### config.mk
export PLATFORM = sky130hd
export DESIGN_NAME = mem_arbiter
export DESIGN_NICKNAME = d
export VERILOG_FILES = /design/src/rtl/riscv_mem_pkg.sv /design/src/rtl/mem_lane_align.sv /design/src/rtl/mem_arbiter.sv
export SDC_FILE = /design/constraint.sdc
export NUM_CORES = 1
export LEC_CHECK = 0
export CAP_MARGIN = 40
export CORE_AREA = 2 2 108 110
export DETAILED_ROUTE_END_ITERATION = 12
export DIE_AREA = 0 0 110 112
export PLACE_DENSITY = 0.65
export SYNTH_ARGS = -nofsm -noshare
export SYNTH_HDL_FRONTEND = slang
export SYNTH_SLANG_ARGS = --single-unit
### constraint.sdc
create_clock -name clk -period 2.8 [get_ports clk]
set_clock_uncertainty 0.1 [all_clocks]
set_input_delay 0.7 -clock clk [delete_from_list [all_inputs] [get_ports clk]]
set_output_delay 0.7 -clock clk [all_outputs]
set_load 0.1 [all_outputs]
### src/rtl/riscv_mem_pkg.sv
// riscv_mem_pkg: arbiter FSM state encoding and data-access size codes.
package riscv_mem_pkg;
  typedef logic [1:0] state_t;
  localparam state_t S_IDLE = 2'd0;
  localparam state_t S_RD_IF = 2'd1;
  localparam state_t S_RD_DM = 2'd2;
  localparam logic [1:0] WHB_WORD = 2'b00;
  localparam logic [1:0] WHB_HALF = 2'b01;
  localparam logic [1:0] WHB_BYTE = 2'b10;
endpackage

### src/rtl/mem_lane_align.sv
// mem_lane_align: byte enables, store lane replication, load extraction and misalignment check.
module mem_lane_align
  import riscv_mem_pkg::*;
(
  input  logic [1:0]  whb,
  input  logic [1:0]  addr_lo,
  input  logic [31:0] wdata,
  input  logic [1:0]  rd_whb,
  input  logic [1:0]  rd_off,
  input  logic [31:0] rdata,
  output logic [3:0]  be,
  output logic [31:0] rep_wdata,
  output logic [31:0] rd_data,
  output logic        misaligned
);
  logic [31:0] shifted;
  always_comb begin
    misaligned = (whb == 2'b11) || (whb == WHB_WORD && addr_lo != 2'b00) ||
                 (whb == WHB_HALF && addr_lo[0]);
    be = (whb == WHB_WORD) ? 4'b1111 :
         (whb == WHB_HALF) ? (addr_lo[1] ? 4'b1100 : 4'b0011) : 4'b0001 << addr_lo;
    rep_wdata = (whb == WHB_WORD) ? wdata :
                (whb == WHB_HALF) ? {2{wdata[15:0]}} : {4{wdata[7:0]}};
    shifted = rdata >> {rd_off, 3'b000};
    rd_data = (rd_whb == WHB_WORD) ? rdata :
              (rd_whb == WHB_HALF) ? {16'h0, shifted[15:0]} : {24'h0, shifted[7:0]};
  end
endmodule

### src/rtl/mem_arbiter.sv
// mem_arbiter: shares one single-port memory between instruction fetch and load/store ports.
module mem_arbiter
  import riscv_mem_pkg::*;
#(
  parameter int STARVE_LIMIT = 4
) (
  input  logic        clk,
  input  logic        rst,
  input  logic        if_req,
  input  logic [31:0] if_addr,
  output logic        if_gnt,
  output logic        if_rvalid,
  output logic [31:0] if_rdata,
  input  logic        dm_req,
  input  logic        dm_we,
  input  logic [1:0]  dm_whb,
  input  logic [31:0] dm_addr,
  input  logic [31:0] dm_wdata,
  output logic        dm_gnt,
  output logic        dm_rvalid,
  output logic [31:0] dm_rdata,
  output logic        dm_err,
  output logic        mem_en,
  output logic        mem_we,
  output logic [3:0]  mem_be,
  output logic [31:0] mem_addr,
  output logic [31:0] mem_wdata,
  input  logic [31:0] mem_rdata,
  output logic        busy
);
  localparam int CW = $clog2(STARVE_LIMIT + 1);
  state_t state;
  logic [CW-1:0] starve_cnt;
  logic [1:0] rd_whb, rd_off;
  logic idle, dm_sel, dm_go, if_go, dm_ok, rd_dm, mis;
  logic [3:0] be;
  logic [31:0] rep_wdata, rd_data;
  mem_lane_align u_align (
    .whb(dm_whb), .addr_lo(dm_addr[1:0]), .wdata(dm_wdata),
    .rd_whb(rd_whb), .rd_off(rd_off), .rdata(mem_rdata),
    .be(be), .rep_wdata(rep_wdata), .rd_data(rd_data), .misaligned(mis)
  );
  // Gating with rst keeps a reset cycle from issuing grants or delivering stale read data.
  always_comb begin
    idle = state == S_IDLE && !rst;
    dm_sel = dm_req && !(if_req && starve_cnt == CW'(STARVE_LIMIT));
    dm_go = idle && dm_sel;
    if_go = idle && if_req && !dm_sel;
    dm_ok = dm_go && !mis;
    rd_dm = dm_ok && !dm_we;
    if_gnt = if_go;
    dm_gnt = dm_go;
    dm_err = dm_go && mis;
    mem_en = if_go || dm_ok;
    mem_we = dm_ok && dm_we;
    mem_be = if_go ? 4'b1111 : dm_ok ? (dm_we ? be : 4'b1111) : 4'b0000;
    mem_addr = if_go ? (if_addr & ~32'h3) : dm_ok ? (dm_addr & ~32'h3) : 32'h0;
    mem_wdata = mem_we ? rep_wdata : 32'h0;
    if_rvalid = state == S_RD_IF && !rst;
    dm_rvalid = state == S_RD_DM && !rst;
    if_rdata = if_rvalid ? mem_rdata : 32'h0;
    dm_rdata = dm_rvalid ? rd_data : 32'h0;
    busy = state != S_IDLE;
  end
  always_ff @(posedge clk) begin
    if (rst) begin
      state <= S_IDLE;
      starve_cnt <= '0;
      rd_whb <= 2'b00;
      rd_off <= 2'b00;
    end else begin
      state <= if_go ? S_RD_IF : rd_dm ? S_RD_DM : S_IDLE;
      if (if_go) starve_cnt <= '0;
      else if (dm_go && if_req && starve_cnt != CW'(STARVE_LIMIT)) starve_cnt <= starve_cnt + 1'b1;
      if (rd_dm) begin
        rd_whb <= dm_whb;
        rd_off <= dm_addr[1:0];
      end
    end
  end
endmodule

==> metrics.md <==
| Metric | Value |
|---|---|
| CTS Hold Bufs | `0` |
| CP max-delay cell | `or3_4` |
| Share of cells above drive strength 1 | `0.584` |
| Buffers added on ports | `between 200 and 300` |
| Crit-path cells | `buf_8, or3_4, a211oi_4, buf_6, buf_6, nor3_4, a21oi_4, buf_12` |
| Setup crit start kind | `input port` |
| Minimum clock period | `roughly 2900 ps` |
| Async SR Flop Fraction | `0` |
| Layout Nets | `780` |
| Synth Area in Compound Gates | `0.321` |
| Largest net degree at the start of global routing | `34` |
| DIE WIDTH | `110 um` |
| Pre-antenna DRT Iters | `4` |
| Remaining Overflow, GRT | `0` |
| Max-cap viol count | `0` |
| Adder-cell share of the synthesized area | `0.0114` |
| Setup WS pre-CTS | `-491 ps` |
| Initial Util | `0.196` |
| Seq/Total Area, Yosys | `0.0821` |
| HP Class | `reg2reg` |
| Simple-Gate Fraction of Synth Area | `0.365` |
| Largest family of logic cells by synthesized area | `simple AND/OR/NAND/NOR gates` |
| CP peak stage delay | `around 410 ps` |
| Main synth FF type | `dfxtp_1` |
| Area of the core | `0.0112 sq mm` |
| Clock Path Buffers | `2` |
| Worst-Margin Slew | `563 ps` |
| Final-report max-slew violation count | `0` |
| Most common cell after layout, fill and taps aside | `buf_12` |
| DRC viols | `0` |
| Die area | `0.0123 sq mm` |
| Max_slew headroom | `0.622` |
| # IOs | `275` |
| PwrDens | `199 mW/mm^2` |
| RSZ-0062 raised after global routing | `yes` |
| Routed Antenna Nets | `0` |
| Mux share of post-synthesis cell area | `0.129` |
| Die height | `112 um` |
| Final setup viols | `37` |
| Initial DRC count | `118` |
| Worst-path clk slew | `~40 ps` |
| Fmax | `344 MHz` |
| Leakage power | `approximately 3.3 nW` |
| Hold path cells | `2` |
| Post-Route WL | `14200 um` |
| Number of synthesized flops with an enable pin | `0` |
| FP Rows | `39` |
| Status | `complete, but fails checks` |
| CP endpoint kind | `output pin` |
| P&R area growth vs syn | `264%` |
| CP Max Fanout | `4` |
| CP delay by family, top | `buffers and inverters` |
| Stages on worst setup path | `8` |
| Failing checks | `setup timing` |
| Post-Synth XOR/XNOR Area | `0.00799` |
| Clock sinks | `9` |
| First-pass GRT wire length | `22000 um` |
| Final Hold Fails | `0` |
| Root Buffer | `clkbuf_16` |
| CP required | `2000 ps` |
| Post-route worst setup slack | `-108 ps` |
| Maximum VDD drop | `176 uV` |
| GPL Wtd Cong | `~0.8` |
| # diodes | `0` |
| Clk_lat worst skew | `240 ps` |
| H-tree Lvls | `1` |
| Warning count from the yosys run | `0` |
| FF+latch count, synth | `9` |
| Synth Instances | `327` |
| Worst R2R Path Depth | `5` |
| Reg2reg setup slack | `940 ps` |
| DR vias | `3791` |
| CP Class | `in2out` |
| Worst path bufs/invs | `4` |
| Synth unique cells | `40` |
| Avg WL per Cell | `18.1 um` |
| Most common cell on crit path | `buf_6` |
| Initial antenna violation count | `0` |
| DP Wirelength | `11200 um` |
| Num CTS Buffers | `3` |
| Vias in the first global route | `4318` |
| Final period util | `1.04` |
| Vias per cell | `4.83` |
| Mapped Area | `0.00219 sq mm` |
| Worst Path Arrival | `2110 ps` |
| Most frequent cells in the layout | `buf_12, clkdlybuf4s50_1, buf_4` |
| Total power | `1.59 mW` |
| CTS tree | `yes` |
| Syn_area_per_cell | `6.71 sq um` |
| GRT Util Overall | `0.226` |
worst min-delay path, cell delays in order (launching register included):
cell and delay [ps]:
dfxtp_1 340, o31ai_1 80, a21oi_1 60
state kept, by name, summed over array words and instances (netlist names):
name / flops
rd_whb: 2
state: 2
starve_cnt: 3
rd_off: 2
report_power, final:
group / switching (mW) / total (mW) / internal, mW
Combinational: 0.669 / 1.20 / 0.526
Sequential: 0.00640 / 0.139 / 0.133
Clock: 0.0695 / 0.258 / 0.189
Total: 0.745 / 1.59 / 0.847
per-stage QoR:
stage	cells	instance area (sq um)	TNS (ps)	hold slack, ps	util
global route	785	7990	-4680	463	0.715
floorplan	328	3050	-14830	418	-
detailed placement	764	7570	-51980	405	0.678
finish	785	7990	-2640	425	0.715
CTS	787	8030	-6220	413	0.719
global placement	764	7570	-49220	403	0.678
final timing paths:
kind                                 from   endpoint
worst min-delay path            rd_off[1]  rd_off[1]
worst max register to register   state[0]  rd_off[0]
worst max-delay path                  rst  mem_be[0]
worst min register to register  rd_off[1]  rd_off[1]
what timing repair did:
item / 4_1_cts / 5_1_grt
cloned: 8 / 1
pin swaps: 20 / 23
hold endpoints to repair: 0 / 0
setup endpoints to repair: 136 / 100
gates resized for setup: 60 / 41
buffers inserted: 11 / 6
cell usage after synthesis (2+ instances only):
master / count / area, sq um
nand2b_1: 5 / 31.3
and2_1: 56 / 350
buf_2: 7 / 35.0
dfxtp_1: 9 / 180
a22o_1: 38 / 333
nor3b_1: 3 / 22.5
nor3_1: 4 / 20.0
a21oi_1: 29 / 145
a22oi_1: 8 / 60.1
inv_2: 2 / 7.51
buf_4: 2 / 15.0
o31ai_1: 2 / 15.0
ha_1: 2 / 25.0
nand3_1: 2 / 10.0
inv_1: 5 / 18.8
o21ai_0: 17 / 85.1
nor2_1: 36 / 135
nand4_1: 2 / 12.5
nor2b_1: 7 / 43.8
mux2i_1: 25 / 250
buf_6: 4 / 45.0
mux2_2: 3 / 33.8
nand2_1: 26 / 97.6
clkbuf_1: 15 / 56.3
or2_2: 3 / 18.8
routing by layer:
layer,part of all wire,vias up,global-route usage,wire length [um]
met3,0.088,18,0.0621,1250
met1,0.34,1797,0.234,4750
met5,0,-,0,0
met4,0.016,0,0.0464,221
li1,-,1788,-,-
met2,0.56,188,0.440,7960
area by class of cell:
cell class	instances	area, sq um
clock inverters	1	5.00
well taps	143	179
fillers	765	3190
repair buffers	337	4760
inverters	7	45.0
flip-flops and latches	9	181
clock buffers	3	75.1
repair inverters	1	8.76
multi-input cells	284	2730
kinds of logic after synthesis:
| kind of cell | after synthesis |
|---|---|
| DFF | 9 |
| adders and majority gates | 2 |
| and+or+nand+nor | 149 |
| AOI/OAI and AO/OA | 101 |
| buffers and inverters | 35 |
| muxes | 28 |
| other | 1 |
| xor gates and xnor gates | 2 |
(Power assumes the default switching activity.)
